--- src/rtl/mpu_access_ctrl.sv ---
// Request sequencer that checks each CPU access against the combinational MPU,
// forwards allowed requests to memory and records syndrome/lockout state for blocked ones.
module mpu_access_ctrl #(
  parameter int LOCK_THRESH = 4,
  parameter int CNT_W       = 8
) (
  input  logic             clk,
  input  logic             rst_n,
  input  logic             req_valid,
  output logic             req_ready,
  input  logic [31:0]      req_addr,
  input  logic             req_write,
  input  logic             req_exec,
  input  logic             req_priv,
  output logic [31:0]      mpu_addr,
  output logic             mpu_is_write,
  output logic             mpu_is_exec,
  output logic             mpu_priv,
  input  logic             mpu_violation,
  input  logic             mpu_allowed,
  output logic             mem_valid,
  input  logic             mem_ready,
  output logic             resp_valid,
  output logic             resp_fault,
  output logic [31:0]      fault_addr,
  output logic [1:0]       fault_type,
  output logic [CNT_W-1:0] fault_count,
  output logic             trap,
  output logic             locked,
  input  logic             fault_clear
);

  typedef enum logic [2:0] {
    IDLE  = 3'd0,
    CHECK = 3'd1,
    FWD   = 3'd2,
    RESP  = 3'd3,
    FAULT = 3'd4
  } state_t;

  localparam logic [CNT_W-1:0] CNT_MAX  = {CNT_W{1'b1}};
  localparam logic [CNT_W-1:0] LOCK_LVL = CNT_W'(LOCK_THRESH);

  function automatic logic [CNT_W-1:0] sat_inc(input logic [CNT_W-1:0] v);
    if (v == CNT_MAX) begin
      return v;
    end else begin
      return v + {{(CNT_W-1){1'b0}}, 1'b1};
    end
  endfunction

  function automatic logic [1:0] type_code(input logic is_write, input logic is_exec);
    if (is_exec) begin
      return 2'b10;
    end else if (is_write) begin
      return 2'b01;
    end else begin
      return 2'b00;
    end
  endfunction

  state_t           state_r;
  state_t           state_nxt_s;
  logic             lock_reject_s;
  logic             counted_r;
  logic [CNT_W-1:0] inc_s;

  assign lock_reject_s = locked & ~priv_r_view();
  function automatic logic priv_r_view();
    return mpu_priv;
  endfunction

  // A colliding clear restarts the count from zero before the new violation is added.
  assign inc_s = sat_inc(fault_clear ? {CNT_W{1'b0}} : fault_count);

  // State register
  always_ff @(posedge clk) begin
    if (!rst_n) begin
      state_r <= IDLE;
    end else begin
      state_r <= state_nxt_s;
    end
  end

  // Next-state logic; anything but a clean allowed verdict is treated as a violation
  always_comb begin
    state_nxt_s = state_r;
    case (state_r)
      IDLE: begin
        if (req_valid) state_nxt_s = CHECK;
        else           state_nxt_s = IDLE;
      end
      CHECK: begin
        if (lock_reject_s)                       state_nxt_s = FAULT;
        else if (mpu_allowed && !mpu_violation)  state_nxt_s = FWD;
        else                                     state_nxt_s = FAULT;
      end
      FWD: begin
        if (mem_ready) state_nxt_s = RESP;
        else           state_nxt_s = FWD;
      end
      RESP:    state_nxt_s = IDLE;
      FAULT:   state_nxt_s = IDLE;
      default: state_nxt_s = IDLE;
    endcase
  end

  // Output decode from the state register
  always_comb begin
    req_ready  = 1'b0;
    mem_valid  = 1'b0;
    resp_valid = 1'b0;
    resp_fault = 1'b0;
    case (state_r)
      IDLE:    req_ready = 1'b1;
      CHECK:   req_ready = 1'b0;
      FWD:     mem_valid = 1'b1;
      RESP:    resp_valid = 1'b1;
      FAULT: begin
        resp_valid = 1'b1;
        resp_fault = 1'b1;
      end
      default: req_ready = 1'b0;
    endcase
  end

  // Request holding registers (drive the MPU) and counted-violation flag
  always_ff @(posedge clk) begin
    if (!rst_n) begin
      mpu_addr     <= 32'h0000_0000;
      mpu_is_write <= 1'b0;
      mpu_is_exec  <= 1'b0;
      mpu_priv     <= 1'b0;
      counted_r    <= 1'b0;
    end else begin
      if (state_r == IDLE && req_valid) begin
        mpu_addr     <= req_addr;
        mpu_is_write <= req_write;
        mpu_is_exec  <= req_exec;
        mpu_priv     <= req_priv;
      end else begin
        mpu_addr     <= mpu_addr;
        mpu_is_write <= mpu_is_write;
        mpu_is_exec  <= mpu_is_exec;
        mpu_priv     <= mpu_priv;
      end
      counted_r <= (state_r == CHECK) && (state_nxt_s == FAULT) && !lock_reject_s;
    end
  end

  // Fault status: a counted violation in FAULT takes priority over fault_clear
  always_ff @(posedge clk) begin
    if (!rst_n) begin
      trap        <= 1'b0;
      locked      <= 1'b0;
      fault_count <= {CNT_W{1'b0}};
      fault_addr  <= 32'h0000_0000;
      fault_type  <= 2'b00;
    end else if (state_r == FAULT && counted_r) begin
      trap        <= 1'b1;
      fault_count <= inc_s;
      locked      <= (locked && !fault_clear) || (inc_s >= LOCK_LVL);
      if (!trap || fault_clear) begin
        fault_addr <= mpu_addr;
        fault_type <= type_code(mpu_is_write, mpu_is_exec);
      end else begin
        fault_addr <= fault_addr;
        fault_type <= fault_type;
      end
    end else if (fault_clear) begin
      trap        <= 1'b0;
      locked      <= 1'b0;
      fault_count <= {CNT_W{1'b0}};
      fault_addr  <= 32'h0000_0000;
      fault_type  <= 2'b00;
    end else begin
      trap        <= trap;
      locked      <= locked;
      fault_count <= fault_count;
      fault_addr  <= fault_addr;
      fault_type  <= fault_type;
    end
  end

endmodule
--- config.mk ---
export PLATFORM = sky130hd
export DESIGN_NAME = mpu_access_ctrl
export DESIGN_NICKNAME = d
export VERILOG_FILES = /design/src/rtl/mpu_access_ctrl.sv
export SDC_FILE = /design/constraint.sdc
export NUM_CORES = 1
export LEC_CHECK = 0
export CORE_ASPECT_RATIO = 1.5
export CORE_MARGIN = 1.5
export CORE_UTILIZATION = 34
export CTS_CLUSTER_DIAMETER = 100
export DETAILED_ROUTE_END_ITERATION = 7
export GPL_TIMING_DRIVEN = 0
export PLACE_DENSITY = 0.65
export SYNTH_ARGS = -nofsm -noshare
export SYNTH_HDL_FRONTEND = slang
export SYNTH_SLANG_ARGS = --single-unit
--- constraint.sdc ---
create_clock -name clk -period 1.7 [get_ports clk]
set_input_delay 0.17 -clock clk [delete_from_list [all_inputs] [get_ports clk]]
set_output_delay 0.17 -clock clk [all_outputs]
set_load 0.02 [all_outputs]
==> impl_metrics.py, run 1 <==
metrics = {
    "yosys": {
        "syn-cell-area_um2": 3520,
        "ys_seq_area_share_pct": 47.2,
        "syn_inst": 426,
        "synth_edf_count": 0,
        "yosysUniqueCellTypes": 41,
        "yosysWarningCount": 0,
        "synth_nets": 468,
        "synthArstFlopShare_pct": 0,
        "synth_top_flop_cell": "dfxtp_1",
        "synth-seq-cells": 83,
        "avgSynthCellArea_um2": 8.26,
    },
    "clock_network": {
        "clockBufferDepth": 2,
        "clkTransAtPathRegs_ns": 0.06,
        "cts_tree": "done",
        "worstSkewPairLatency_ns": 0.33,
        "root_buffer": "clkbuf_16",
        "cts_max_level": 3,
        "cts_made_buffers": 9,
        "numClockSinks": 83,
        "cts_hold_buf": 0,
    },
    "run_status": {
        "status": "complete, no violations",
    },
    "timing": {
        "clock_skew_ns": 0.00492,
        "relSlewSlack_pct": 67.1,
        "worstMarginPinSlew_ns": 0.493,
        "finalMaxSlewViolations": 0,
        "finalWorstSetupSlack_ns": 0.0927,
        "rsz0062_at_grt": "false",
        "fmax_ghz": 0.622,
        "setup_violations": 0,
        "timing.setup.tns_ns": 0,
        "period_share_pct": 94.5,
        "min_period_ns": 1.61,
        "hold_violations": 0,
    },
    "place": {
        "dp_hpwl_um": 7660,
        "place_area_um2": 4910,
        "gp_congestion": 0.782,
        "portBuffers": 124,
        "preCtsSetupSlack_ns": -0.233,
    },
    "floorplanning": {
        "die_w_um": 86.1,
        "std_cell_rows": 45,
        "die_h_um": 128,
        "dieArea_um2": 11000,
        "ioPinCount": 125,
        "start_util_pct": 34.9,
        "coreArea_um2": 10100,
    },
    "critical_path": {
        "endpoint_kind": "output pin",
        "path_buf_inv": 1,
        "worstPathMaxFanout": 8,
        "r2r-start": "state_r[0]",
        "reg2reg_slack_ns": 0.13,
        "cp.required_ns": 1.53,
        "crit_end": "fault_count[2]",
        "startpoint_type": "register",
        "r2r_end": "fault_count[5]",
        "crit_type": "register to output pin",
        "critPathMaxStageDelay_ns": 0.65,
        "r2r_cells": 5,
        "cp_top_family": "buffers and inverters",
        "arrival_ns": 1.44,
        "slowest_stage": "clkdlybuf4s50_1",
        "path_cells": "clkdlybuf4s50_1",
        "startpoint": "fault_count[2]",
        "cp_num_cells": 1,
    },
    "global_route": {
        "grt_pass1_vias": 3341,
        "antenna_found_initial": 0,
        "grt-ovfl-total": 0,
        "grt_max_degree": 14,
        "grtUsageTotal_pct": 19.3,
        "grt_first_pass_wirelength_um": 16400,
    },
    "layout": {
        "post-route-util_pct": 52.5,
        "antenna_cells": 0,
        "area_growth_pct": 50.4,
        "layout_common_cells": "clkdlybuf4s50_1, dfxtp_1, a21oi_1",
        "layout_commonest_cell": "clkdlybuf4s50_1",
        "drive_above_1_share_pct": 8.45,
        "fillers": 984,
        "finalInstanceArea_um2": 5300,
        "fin_nets": 605,
    },
    "pwr": {
        "clkPwrFrac_pct": 46.8,
        "p_sw_uw": 1110,
        "swShare_pct": 22.3,
        "p_per_area_nw_per_um2": 937,
        "internal_power_uw": 3850,
        "peakVddDrop_mv": 0.464,
        "combPwrFrac_pct": 11.7,
        "p_seq_share_pct": 41.5,
        "leakagePower_uw": 0.00187,
    },
    "route": {
        "routed_wl_um": 10700,
        "num_vias": 3537,
        "drt_pass1_iterations": 5,
        "drtAntennaViolNets": 0,
        "vias_per_cell": 5.16,
        "avgRoutedWirePerCell_um": 15.5,
        "drc": 0,
        "drt_iter0_drc": 114,
    },
    "job": {
        "max-cap-violations": 0,
    },
    "hold_path": {
        "hold_path_class": "input port to register",
    },
}
-- metrics by stage --
step	power [µW]	std cells	hold WS [ns]
floorplan	2390	426	0.303
global placement	2680	667	0.459
detailed placement	2680	667	0.463
CTS	5000	683	0.370
global route	5110	685	0.398
finish	4960	685	0.382
-- state kept, by name, summed over array words and instances, names as in the netlist --
register	cells
fault_addr	32
mpu_addr	32
fault_count	8
state_r	3
fault_type	2
counted_r	1
locked	1
mpu_is_exec	1
mpu_is_write	1
mpu_priv	1
trap	1
-- repair_timing --
item	in CTS	in global routing
setup endpoints to repair	5	43
setup buffers	0	2
gates resized for setup	8	9
pin swaps	0	1
cloned	0	0
-- power by group through the flow --
stage / Clock [µW] / Combinational [µW] / Sequential, µW
2_1_floorplan: 0 / 227 / 2160
3_3_place_gp: 0 / 577 / 2100
3_5_place_dp: 0 / 580 / 2100
4_1_cts: 2360 / 579 / 2060
5_1_grt: 2420 / 626 / 2060
6_report: 2320 / 581 / 2060
-- how the worst min path moves through the flow --
stage / from / to / slack [ns] / cells after the start
global route: req_addr[19] / mpu_addr[19] / 0.40 / 3
floorplan: rst_n / fault_count[0] / 0.30 / 2
global placement: mpu_priv / mpu_priv / 0.46 / 2
detailed placement: mpu_addr[4] / mpu_addr[4] / 0.46 / 2
CTS: req_addr[20] / mpu_addr[20] / 0.37 / 3
finish: req_addr[19] / mpu_addr[19] / 0.38 / 3
-- cell type report --
class | count | area, µm² | area share (%)
clock buffers | 12 | 267 | 5.03
clock inverters | 4 | 95.1 | 1.80
multi-input cells | 302 | 1620 | 30.5
repair buffers | 126 | 1250 | 23.7
inverters | 1 | 3.75 | 0.0709
plain buffers | 40 | 250 | 4.73
flip-flops and latches | 83 | 1660 | 31.4
well taps | 117 | 146 | 2.76
-- Yosys cell counts (2+ instances only) --
master | number | area, µm²
a211oi_1 | 4 | 30.0
a21oi_1 | 74 | 370
a31oi_1 | 4 | 25.0
a41oi_1 | 2 | 17.5
buf_1 | 2 | 7.51
buf_2 | 5 | 25.0
buf_4 | 2 | 15.0
buf_6 | 6 | 67.6
buf_8 | 3 | 45.0
clkbuf_1 | 22 | 82.6
dfxtp_1 | 83 | 1660
nand2_1 | 73 | 274
nand2b_1 | 4 | 25.0
nand3_1 | 37 | 185
nand4_1 | 2 | 12.5
nor2_1 | 3 | 11.3
nor2b_1 | 35 | 219
nor3_1 | 5 | 25.0
nor3b_1 | 3 | 22.5
nor4_1 | 3 | 18.8
o21ai_0 | 34 | 170
-- layer usage --
metal  up-vias  GRT usage, %  share of wire (%)
li1       1748             -                  -
met1      1654          21.8                 40
met2       110          33.8                 52
met3        25          3.10                5.1
met4         0          11.0                3.5
met5         -             0                  0
-- kinds of logic after synthesis --
logic type,synth area share (%)
simple gates,27.4
compound gates,18.3
flops,47.2
buf+inv,7.00
Power figures use the tool's default switching activity.
==> inputs of run 2 (changes only) <==
Settings changed: GPL_ROUTABILITY_DRIVEN set to 0.
==> results of run 2 <==
The final DEF is identical to that of run 1; final timing and power are the same.
